==> src/rtl/nco_sweep_gen.sv <==
// nco_sweep_gen: phase-increment sweep generator feeding the NCO core.
// Steps the increment from a start value to a stop value (ascending or
// descending) in fixed steps and holds each level for a programmable dwell.
// The sweep runs once or repeats until aborted.
//
// Optional feature: define NCO_SWEEP_CNT_EN to add the sweep_cnt output,
// a 16-bit count of completed sweeps since the last accepted start.

module nco_sweep_gen #(
    parameter int unsigned PINC_W  = 32,
    parameter int unsigned DWELL_W = 16
) (
    input  logic               clk_clk,
    input  logic               reset_reset_n,
    input  logic               start,
    input  logic               abort,
    input  logic [PINC_W-1:0]  cfg_start_pinc,
    input  logic [PINC_W-1:0]  cfg_stop_pinc,
    input  logic [PINC_W-1:0]  cfg_step_pinc,
    input  logic [DWELL_W-1:0] cfg_dwell,
    input  logic               cfg_continuous,
    output logic               out_valid,
    output logic [PINC_W-1:0]  out_data,
    output logic               busy,
    output logic               done
`ifdef NCO_SWEEP_CNT_EN
    ,
    output logic [15:0]        sweep_cnt
`endif
);

    typedef enum logic [1:0] {
        StIdle,
        StRun,
        StFinal
    } state_e;

    state_e state_q, state_d;

    // Shadow copies of the configuration, captured on an accepted start
    logic [PINC_W-1:0]  start_q, start_d;
    logic [PINC_W-1:0]  stop_q, stop_d;
    logic [PINC_W-1:0]  step_q, step_d;
    logic [DWELL_W-1:0] dwell_rld_q, dwell_rld_d;
    logic               cont_q, cont_d;
    logic               dir_up_q, dir_up_d;

    // Current level and its remaining dwell (counts down to zero)
    logic [PINC_W-1:0]  cur_q, cur_d;
    logic [DWELL_W-1:0] dwell_cnt_q, dwell_cnt_d;
    logic               valid_q, valid_d;
    logic               done_q, done_d;

    // Dwell reload value: a dwell of 0 behaves as 1, so reload with max(d,1)-1
    logic [DWELL_W-1:0] cfg_dwell_rld;
    logic               dwell_exp;

    // Next-level arithmetic carried one bit wider so the ends never wrap
    logic [PINC_W:0]    sum_w;
    logic [PINC_W:0]    diff_w;
    logic               reach_up;
    logic               reach_dn;
    logic               reach_stop;
    logic [PINC_W-1:0]  next_lvl;

    logic               start_ok;

    // Derive reload value, dwell expiry and the candidate next level
    always_comb begin
        cfg_dwell_rld = (cfg_dwell == '0) ? '0 : cfg_dwell - DWELL_W'(1);
        dwell_exp     = (dwell_cnt_q == '0);
        start_ok      = start && !abort;

        sum_w    = {1'b0, cur_q} + {1'b0, step_q};
        diff_w   = {1'b0, cur_q} - {1'b0, step_q};
        reach_up = (sum_w >= {1'b0, stop_q});
        // A borrow means the level went below zero, which is past any stop
        reach_dn = diff_w[PINC_W] || (diff_w[PINC_W-1:0] <= stop_q);
        next_lvl = dir_up_q ? sum_w[PINC_W-1:0] : diff_w[PINC_W-1:0];
        // A zero step jumps straight to the stop level
        reach_stop = (step_q == '0) || (dir_up_q ? reach_up : reach_dn);
    end

    // Next-state and registered-output logic
    always_comb begin
        state_d     = state_q;
        start_d     = start_q;
        stop_d      = stop_q;
        step_d      = step_q;
        dwell_rld_d = dwell_rld_q;
        cont_d      = cont_q;
        dir_up_d    = dir_up_q;
        cur_d       = cur_q;
        dwell_cnt_d = dwell_cnt_q;
        valid_d     = valid_q;
        done_d      = 1'b0;

        unique case (state_q)
            StIdle: begin
                if (start_ok) begin
                    start_d     = cfg_start_pinc;
                    stop_d      = cfg_stop_pinc;
                    step_d      = cfg_step_pinc;
                    dwell_rld_d = cfg_dwell_rld;
                    cont_d      = cfg_continuous;
                    dir_up_d    = (cfg_stop_pinc >= cfg_start_pinc);
                    cur_d       = cfg_start_pinc;
                    dwell_cnt_d = cfg_dwell_rld;
                    valid_d     = 1'b1;
                    state_d     = (cfg_start_pinc == cfg_stop_pinc) ? StFinal : StRun;
                end
            end

            StRun: begin
                if (abort) begin
                    state_d     = StIdle;
                    valid_d     = 1'b0;
                    cur_d       = '0;
                    dwell_cnt_d = '0;
                end else if (dwell_exp) begin
                    dwell_cnt_d = dwell_rld_q;
                    if (reach_stop) begin
                        cur_d   = stop_q;
                        state_d = StFinal;
                    end else begin
                        cur_d   = next_lvl;
                    end
                end else begin
                    dwell_cnt_d = dwell_cnt_q - DWELL_W'(1);
                end
            end

            StFinal: begin
                if (abort) begin
                    state_d     = StIdle;
                    valid_d     = 1'b0;
                    cur_d       = '0;
                    dwell_cnt_d = '0;
                end else if (dwell_exp) begin
                    if (cont_q) begin
                        // Restart from the shadowed start level without a done pulse
                        cur_d       = start_q;
                        dwell_cnt_d = dwell_rld_q;
                        state_d     = (start_q == stop_q) ? StFinal : StRun;
                    end else begin
                        // out_data keeps the stop level while idle
                        state_d = StIdle;
                        valid_d = 1'b0;
                        done_d  = 1'b1;
                    end
                end else begin
                    dwell_cnt_d = dwell_cnt_q - DWELL_W'(1);
                end
            end

            default: begin
                state_d     = StIdle;
                valid_d     = 1'b0;
                cur_d       = '0;
                dwell_cnt_d = '0;
            end
        endcase
    end

    // State, shadow configuration and output registers
    always_ff @(posedge clk_clk or negedge reset_reset_n) begin
        if (!reset_reset_n) begin
            state_q     <= StIdle;
            start_q     <= '0;
            stop_q      <= '0;
            step_q      <= '0;
            dwell_rld_q <= '0;
            cont_q      <= 1'b0;
            dir_up_q    <= 1'b0;
            cur_q       <= '0;
            dwell_cnt_q <= '0;
            valid_q     <= 1'b0;
            done_q      <= 1'b0;
        end else begin
            state_q     <= state_d;
            start_q     <= start_d;
            stop_q      <= stop_d;
            step_q      <= step_d;
            dwell_rld_q <= dwell_rld_d;
            cont_q      <= cont_d;
            dir_up_q    <= dir_up_d;
            cur_q       <= cur_d;
            dwell_cnt_q <= dwell_cnt_d;
            valid_q     <= valid_d;
            done_q      <= done_d;
        end
    end

`ifdef NCO_SWEEP_CNT_EN
    logic [15:0] sweep_cnt_q, sweep_cnt_d;
    logic        sweep_complete;

    // Count completed sweeps; cleared on accepted start, untouched by abort
    always_comb begin
        sweep_complete = (state_q == StFinal) && !abort && dwell_exp;
        sweep_cnt_d    = sweep_cnt_q;
        if ((state_q == StIdle) && start_ok) begin
            sweep_cnt_d = '0;
        end else if (sweep_complete) begin
            sweep_cnt_d = sweep_cnt_q + 16'd1;
        end
    end

    // Sweep counter register
    always_ff @(posedge clk_clk or negedge reset_reset_n) begin
        if (!reset_reset_n) begin
            sweep_cnt_q <= '0;
        end else begin
            sweep_cnt_q <= sweep_cnt_d;
        end
    end

    assign sweep_cnt = sweep_cnt_q;
`endif

    assign out_valid = valid_q;
    assign out_data  = cur_q;
    assign busy      = (state_q != StIdle);
    assign done      = done_q;

endmodule
==> config.mk <==
export PLATFORM = sky130hd
export DESIGN_NAME = nco_sweep_gen
export DESIGN_NICKNAME = d
export VERILOG_FILES = /design/src/rtl/nco_sweep_gen.sv
export SDC_FILE = /design/constraint.sdc
export NUM_CORES = 1
export LEC_CHECK = 0
export ABC_AREA = 0
export BUFFER_PORTS_ARGS = -buffer_cell sky130_fd_sc_hd__buf_2
export CAP_MARGIN = 20
export CORE_ASPECT_RATIO = 0.8
export CORE_MARGIN = 2
export CORE_UTILIZATION = 62
export CTS_BUF_LIST = sky130_fd_sc_hd__clkbuf_8
export DETAILED_ROUTE_END_ITERATION = 10
export GPL_TIMING_DRIVEN = 0
export PLACE_DENSITY = 0.82
export SLEW_MARGIN = 15
export SYNTH_ARGS = -nofsm -noshare
export SYNTH_HDL_FRONTEND = slang
export SYNTH_SLANG_ARGS = --single-unit
==> constraint.sdc <==
create_clock -name clk_clk -period 6.97 [get_ports clk_clk]
set_input_delay 1.0455 -clock clk_clk [delete_from_list [all_inputs] [get_ports clk_clk]]
set_output_delay 1.0455 -clock clk_clk [all_outputs]
set_load 0.02 [all_outputs]
==> flow_summary.ini, run 1 <==
[final_layout]
drive_above_1_share = 0.1563
n_fill_cell = 1882
final_cell_mix = ha_1, dfrtp_1, buf_2, nand2_1, inv_1
layout.cells.non_filler = 2170
finalNetCount = 2134
multi_input_area_um2 = 9407
register_area_um2 = 4155
layout_commonest_cell = ha_1
area_delta_synth_final_pct = 12.03
post-route-cell-area_um2 = 16050

[yosys]
syn_area_per_cell_um2 = 8.540
async_flop_share = 1.000
yosys-top-cells-area = dfrtp_1, ha_1, xnor2_1
syn_nets = 1963
ys_seq_area_frac = 0.2899
synth_cell_types = 77
ys_seq_elements = 166
yosysTopAreaCell = dfrtp_1
syn_inst = 1678
synth_top_area_frac = 0.2899
yosys_warnings = 0
syn_area_um2 = 14330
synth_flop_cell = dfrtp_1
synth_edf_count = 0

[timing]
min_period_ps = 6758
slew_headroom = 0.3121
worst_slack_ps = 212.5
fin_crit_sh = 0.9695
fmax_ghz = 0.1480
setup_viol = 0
worstMarginPinSlew_ps = 1006
worst_clock_skew_ps = 15.02
slew_violations = 0
final_hold_viol_count = 0

[placement]
portBuffers = 151
place_inst = 2136
dpl_cell_area_um2 = 15510
hpwlAfterDp_mm = 39.59
pre_cts_slack_ps = -142.5
place_congestion = 0.9964

[cts]
h-tree-depth = 4
clockBufferDepth = 2
cts_tree = built
hold_buffers = 0
clock_sinks = 166
insertion_delay_ps = 500
cts-root-buf = clkbuf_8
numCtsBuffers = 17
cts.clk_slew.worst_paths_ps = 110

[hold_path]
hp-class = input port to async pin

[critical_path]
critPathLaunchType = register
cp-end-kind = register
cp_slowest_stage_delay_ps = 490
cp_max_fo = 10
crit_arrival_ps = 7150
path_buf_inv = 5
critPathKind = register to register
cpMaxStageDelayCell = dfrtp_1
cp.required_ps = 7360
crit_top_cell = o211ai_1
cp_top_family = compound AO/OA/AOI/OAI gates

[grt]
grt_pass1_vias = 13690
overflow = 0
grt_max_degree = 106
grt_pass1_wl_mm = 76.48
antenna_found_initial = 2
track_usage = 0.4074

[floorplan]
rows = 49
die_w_um = 174.0
die_y_um = 140.0
io_pins = 152
die-area_um2 = 24350
start_util = 0.6351
coreArea_um2 = 22560

[detailed_routing]
num_vias = 14410
routed_wl_mm = 50.08
first_iter_violations = 1948
antenna_left = 0
wl_per_cell_um = 23.08
routed_via_density = 6.639
dr.pass1.iters = 6
drc = 0

[flow_run]
drv_cap = 0

[outcome]
status = finished clean
layout make-up:
class,instances,share of cell area
Multi-Input combinational cell,1286,0.5859
Clock inverter,14,0.01052
Sequential cell,166,0.2588
Buffer,78,0.01995
Inverter,143,0.03343
Antenna cell,2,0.0003117
Timing Repair Buffer,157,0.05175
Clock buffer,18,0.01543
Tap cell,306,0.02385
registers in the layout, indices dropped and copies added, names as in the netlist, 2 cells and up:
| signal | count |
|---|---|
| dwell_cnt_q | 16 |
| dwell_rld_q | 16 |
| out_data | 32 |
| start_q | 32 |
| state_q | 2 |
| step_q | 32 |
| stop_q | 32 |
through the flow:
stage / setup TNS, ps / hold WS (ps) / util
floorplan: 0 / 443.2 / -
global placement: -1641 / 455.6 / 0.6856
detailed placement: -1023 / 461.8 / 0.6876
CTS: 0 / 480.2 / 0.7066
global route: -36.78 / 483.6 / 0.7116
finish: 0 / 445.5 / 0.7116
cell usage after synthesis (all sizes together), types with 12 or more instances:
cell type and instances:
a211oi 13, a21o 16, a21oi 107, a222oi 13, a22oi 19, a31oi 13, buf 15, clkbuf 68
dfrtp 166, ha 166, inv 141, mux2 68, mux2i 27, nand2 146, nand2b 14, nand3 27
nand4 33, nor2 92, nor2b 17, nor3 44, nor4 22, o21a 15, o21ai 135, o31ai 43
or3 12, xnor2 98, xor2 15
path summary, 6_finish.rpt:
kind,cells past startpoint,start,to,slack [ps]
setup reg to reg,27,step_q[4],out_data[1],210
max in group asynchronous,2,reset_reset_n,stop_q[10],5530
setup / recovery,27,step_q[4],out_data[1],210
hold reg to reg,2,dwell_rld_q[4],dwell_rld_q[4],490
min in group clk_clk,2,dwell_rld_q[4],dwell_rld_q[4],490
hold / removal,1,reset_reset_n,step_q[24],450
cells by family after synthesis:
kind of cell,synth area share
flops,0.2899
compound gates,0.2160
buf+inv,0.06103
fa+ha+maj,0.1477
mux,0.07230
xor+xnor,0.06906
simple gates,0.1440
worst reg2reg max path, cell delays in order, from the launching register on:
cell and delay (ps):
dfrtp_1 490, inv_1 80, ha_1 270, clkbuf_1 300
o211ai_1 180, a21oi_2 240, o211ai_1 280, a211oi_2 420
o2111ai_1 250, a31oi_2 320, and2_1 190, o21ai_0 80
nand2b_1 130, xor2_1 90, ha_1 300, nand4_1 250
nor4_4 460, nand2_1 180, or3_1 470, o211ai_1 180
nor4_4 80, buf_4 180, or2_1 230, buf_6 160
buf_6 160, o21ai_1 230, a222oi_1 130, o31ai_1 320
routing by layer:
layer  track usage  part of all wire  wire, um  vias up
li1              -                 -         -     6427
met1        0.5774              0.42     20950     6902
met2        0.5982              0.42     20880      950
met3        0.1219              0.13      6647      128
met4        0.1278             0.032      1607        0
met5             0                 0         0        -
timing repair:
item	in CTS	in global routing
cloned	0	0
endpoints found under the setup margin	27	34
pin swaps	0	3
gates resized for setup	2	17
setup buffers	0	5
Power of run 1 is not shown: default switching activity piles up to over one toggle a cycle in this logic, so the estimate is an artifact.
==> run 2: changes to the inputs <==
--- a/config.mk
+++ b/config.mk
@@ -10,11 +10,11 @@
 export CAP_MARGIN = 20
 export CORE_ASPECT_RATIO = 0.8
 export CORE_MARGIN = 2
-export CORE_UTILIZATION = 62
-export CTS_BUF_LIST = sky130_fd_sc_hd__clkbuf_8
+export CORE_UTILIZATION = 61
+export CTS_BUF_LIST = sky130_fd_sc_hd__clkbuf_16
 export DETAILED_ROUTE_END_ITERATION = 10
-export GPL_TIMING_DRIVEN = 0
-export PLACE_DENSITY = 0.82
+export PLACE_DENSITY = 0.81
+export RECOVER_POWER = 25
 export SLEW_MARGIN = 15
 export SYNTH_ARGS = -nofsm -noshare
 export SYNTH_HDL_FRONTEND = slang
==> run 2 against run 1 <==
Compared with the run above:
- the flow now finishes with violations (capacitance limit, slew limit)
- utilization down 2.7 points
- wire length down 7.3%
- final area down 1.1%
- fmax up 2.9%
- critical path depth down 5
- die area up 1.6%
- register-to-register slack better by 190 ps
==> flow_summary.ini, run 2 (synthesis results as in run 1) <==
[critical_path]
critPathKind = register to register
cp.required_ps = 7310
r2r_cells = 22
worst_r2r_endpoint = state_q[0]
crit_arrival_ps = 6910
cp_max_fo = 18
critPathLaunchType = register
worst-r2r-setup-slack_ps = 400
crit_end = state_q[0]
cp-end-kind = register
r2r_start = step_q[12]
crit_path_start = step_q[12]

[hold_path]
hp-class = register to register

[grt]
track_usage = 0.3770
grt_pass1_vias = 12920
antenna_found_initial = 1
grt_pass1_wl_mm = 72.15
grt_max_degree = 102
overflow = 0

[outcome]
violations = capacitance limit, slew limit
status = finished with violations

[detailed_routing]
drc = 0
dr.pass1.iters = 7
first_iter_violations = 1658
antenna_left = 0
routed_via_density = 6.464
num_vias = 13630
wl_per_cell_um = 22.01
routed_wl_mm = 46.42

[timing]
rsz0062_at_grt = no
holdWs_ps = 482.4
fmax_ghz = 0.1523
min_period_ps = 6567
setup_viol = 0
final_hold_viol_count = 0
worst_clock_skew_ps = 8.496
slew_headroom = -1.633
slew_violations = 68
fin_crit_sh = 0.9422
tns_ps = 0
worstMarginPinSlew_ps = 3950

[placement]
dpl_cell_area_um2 = 15290
place_congestion = 0.9816
portBuffers = 151
hpwlAfterDp_mm = 35.72

[flow_run]
drv_cap = 1

[cts]
hold_buffers = 0
insertion_delay_ps = 450
clock_sinks = 166
cts-root-buf = clkbuf_16
cts_setup_buffers = 0
cts.clk_slew.worst_paths_ps = 70
cts_tree = built
numCtsBuffers = 17
clockBufferDepth = 2
h-tree-depth = 4
ctsResizeCount = 0

[final_layout]
multi_input_area_um2 = 9330
post-route-cell-area_um2 = 15880
drive_above_1_share = 0.1570
finalNetCount = 2068
register_area_um2 = 4154
n_fill_cell = 1948
final_cell_mix = ha_1, dfrtp_1, buf_2, nand2_1, inv_1
area_delta_synth_final_pct = 10.84

[floorplan]
coreArea_um2 = 23210
die_y_um = 141.1
rows = 50
die-area_um2 = 24740
start_util = 0.6174
die_w_um = 175.4
io_pins = 152
[run 2: metrics by stage]
| stage | utilization | std cells | setup slack (ps) |
|---|---|---|---|
| 6_report | 0.6844 | 2109 | 403.1 |
| 3_3_place_gp | 0.6587 | 2075 | 635.7 |
| 2_1_floorplan | - | 1678 | 1368 |
| 5_1_grt | 0.6843 | 2108 | 120.7 |
| 3_5_place_dp | 0.6587 | 2075 | 558.3 |
| 4_1_cts | 0.6833 | 2107 | 522.8 |
[run 2: per-layer routing]
| layer | track usage | vias up | share of wire |
|---|---|---|---|
| li1 | - | 6278 | - |
| met1 | 0.5317 | 6517 | 0.43 |
| met2 | 0.5845 | 752 | 0.44 |
| met3 | 0.08657 | 84 | 0.10 |
| met4 | 0.09781 | 2 | 0.025 |
| met5 | 0 | - | 0.00028 |
[run 2: critical path, cell delays in order, from the launching register on]
cell and delay, ps:
dfrtp_1 450, inv_1 70, ha_1 360, inv_1 270, nand3_1 150, nor3_1 340, nand4_1 370, a311oi_1 490
o21a_1 250, a211oi_1 150, xnor2_1 250, ha_1 290, a21o_1 170, a2111oi_2 360, o221ai_1 200, a2111o_1 390
a311o_1 370, nor3_4 410, or2_1 180, buf_4 220, nand2_1 120, a22oi_1 240, mux2_2 360
[run 2: final cells by class]
class / instances / share of cell area
sequential: 166 / 0.2615
timing repair buffer: 169 / 0.05664
inverter: 143 / 0.03379
clock buffer: 17 / 0.02678
tap: 312 / 0.02458
antenna: 1 / 0.0001575
clock inverter: 15 / 0.009137
multi-input combinational: 1286 / 0.5874
[run 2: worst min path at each step]
stage,cells after the start,start,endpoint
6_report,2,dwell_rld_q[9],dwell_rld_q[9]
5_1_grt,2,dwell_rld_q[11],dwell_rld_q[11]
4_1_cts,2,dwell_rld_q[9],dwell_rld_q[9]
3_5_place_dp,2,dwell_rld_q[9],dwell_rld_q[9]
3_3_place_gp,2,dwell_rld_q[5],dwell_rld_q[5]
2_1_floorplan,2,dwell_rld_q[0],dwell_rld_q[0]
Power of run 2 is left out for the same reason.
==> run 3: changes to the inputs <==
--- a/config.mk
+++ b/config.mk
@@ -10,10 +10,10 @@
 export CAP_MARGIN = 20
 export CORE_ASPECT_RATIO = 0.8
 export CORE_MARGIN = 2
-export CORE_UTILIZATION = 61
+export CORE_UTILIZATION = 65
 export CTS_BUF_LIST = sky130_fd_sc_hd__clkbuf_16
 export DETAILED_ROUTE_END_ITERATION = 10
-export PLACE_DENSITY = 0.81
+export PLACE_DENSITY = 0.86
 export RECOVER_POWER = 25
 export SLEW_MARGIN = 15
 export SYNTH_ARGS = -nofsm -noshare
==> constraint.sdc (replaced) <==
create_clock -name clk_clk -period 8.3 [get_ports clk_clk]
set_input_delay 1.245 -clock clk_clk [delete_from_list [all_inputs] [get_ports clk_clk]]
set_output_delay 1.245 -clock clk_clk [all_outputs]
set_load 0.02 [all_outputs]
==> run 3 against run 2 <==
Compared with the run above:
- utilization rose by 4.5 points
- wire length rose by 2.0%
- the flow still finishes with violations (capacitance limit, slew limit)
- final area fell by 0.69%
==> flow_summary.ini, run 3 (synthesis results as in run 1) <==
[critical_path]
cpMaxStageDelayCell = nor3_1
cp_max_fo = 25
cp.required_ps = 8630
crit_arrival_ps = 7680
cp_slowest_stage_delay_ps = 510
critPathLaunchType = register
cp_top_family = compound AO/OA/AOI/OAI gates
critPathKind = register to register
crit_chain = inv_1, ha_1, nor2_1, o311ai_0, a21oi_1, nor3_1, o221ai_1, a31oi_1, a21oi_1, nor2_1, xor2_1, ha_1, a21o_1, a2111oi_2, o221ai_1, a2111o_1, a311o_1, nor3_4, or2_1, buf_4, nand2_1, a22oi_1, mux2_2
path_buf_inv = 2
cp-end-kind = register

[cts]
clock_sinks = 166
h-tree-depth = 4
cts.clk_slew.worst_paths_ps = 80
cts-root-buf = clkbuf_16
insertion_delay_ps = 450
cts_setup_buffers = 0
clockBufferDepth = 2
numCtsBuffers = 17
cts_tree = built
hold_buffers = 0
ctsResizeCount = 0

[final_layout]
finalNetCount = 2062
drive_above_1_share = 0.1536
n_fill_cell = 1707
final_cell_mix = ha_1, dfrtp_1, buf_2, nand2_1, inv_1
area_delta_synth_final_pct = 10.08

[timing]
slew_violations = 104
setup_viol = 0
min_period_ps = 7355
final_hold_viol_count = 0
fmax_ghz = 0.1360
slew_headroom = -2.892
fin_crit_sh = 0.8861
worst_clock_skew_ps = 11.98
tns_ps = 0
worstMarginPinSlew_ps = 5837
rsz0062_at_grt = no

[floorplan]
io_pins = 152
die_y_um = 136.8
rows = 48
die-area_um2 = 23260
start_util = 0.6628
die_w_um = 170.0
coreArea_um2 = 21620

[outcome]
status = finished with violations
violations = capacitance limit, slew limit

[placement]
portBuffers = 151
hpwlAfterDp_mm = 36.36
place_congestion = 0.9780

[grt]
grt_max_degree = 104
antenna_found_initial = 1
track_usage = 0.4058
grt_pass1_vias = 12880
grt_pass1_wl_mm = 71.53
overflow = 0

[hold_path]
hp-class = register to register

[flow_run]
drv_cap = 1

[detailed_routing]
first_iter_violations = 1695
routed_via_density = 6.658
wl_per_cell_um = 22.92
drc = 0
antenna_left = 0
num_vias = 13760
dr.pass1.iters = 8
routed_wl_mm = 47.36
==> run 3: cell types whose count changed in the layout (fill, tap and decap cells not counted), sizes merged <==
cell	change
buf	-5
clkbuf	-1
==> run 3: final cells by class <==
| cell class | count | area [um2] | area share |
|---|---|---|---|
| multi-input cells | 1286 | 9324 | 0.5911 |
| flip-flops and latches | 166 | 4154 | 0.2633 |
| repair buffers | 163 | 842.1 | 0.05338 |
| inverters | 143 | 536.8 | 0.03403 |
| clock buffers | 17 | 425.4 | 0.02697 |
| well taps | 275 | 344.1 | 0.02181 |
| clock inverters | 15 | 146.4 | 0.009280 |
| diodes | 1 | 2.502 | 0.0001586 |
==> run 3: path summary, 6_finish.rpt <==
kind | start | endpoint | slack, ps | cells past startpoint
max | step_q[10] | state_q[0] | 950 | 23
min | dwell_rld_q[11] | dwell_rld_q[11] | 480 | 2
max reg2reg | step_q[10] | state_q[0] | 950 | 23
min reg2reg | dwell_rld_q[11] | dwell_rld_q[11] | 480 | 2
max in group asynchronous | reset_reset_n | dwell_rld_q[8] | 2110 | 1
min in group asynchronous | reset_reset_n | step_q[25] | 2960 | 1
==> run 3: through the flow <==
stage	util	setup slack (ps)	hold slack, ps	cells	cell area (um2)
after floorplan	-	2698	443.2	1678	14330
after global placement	0.7029	1317	454.4	2032	15200
after detailed placement	0.7029	1128	462.7	2032	15200
after CTS	0.7293	1101	478.1	2064	15770
after global routing	0.7296	518.1	501.4	2066	15780
final	0.7296	945.3	480.1	2066	15780
==> run 3: metal layers <==
layer | global-route usage | vias to the layer above | part of all wire
met1 | 0.5537 | 6481 | 0.41
met5 | 0 | - | 0
li1 | - | 6279 | -
met4 | 0.1785 | 0 | 0.047
met2 | 0.6209 | 847 | 0.44
met3 | 0.09225 | 148 | 0.11
==> run 3: tightest hold or removal path, cell delays in order (launching register included) <==
cell     delay (ps)
dfrtp_1         340
nand2_1          50
o31ai_1          60
Power of run 3 is left out for the same reason.
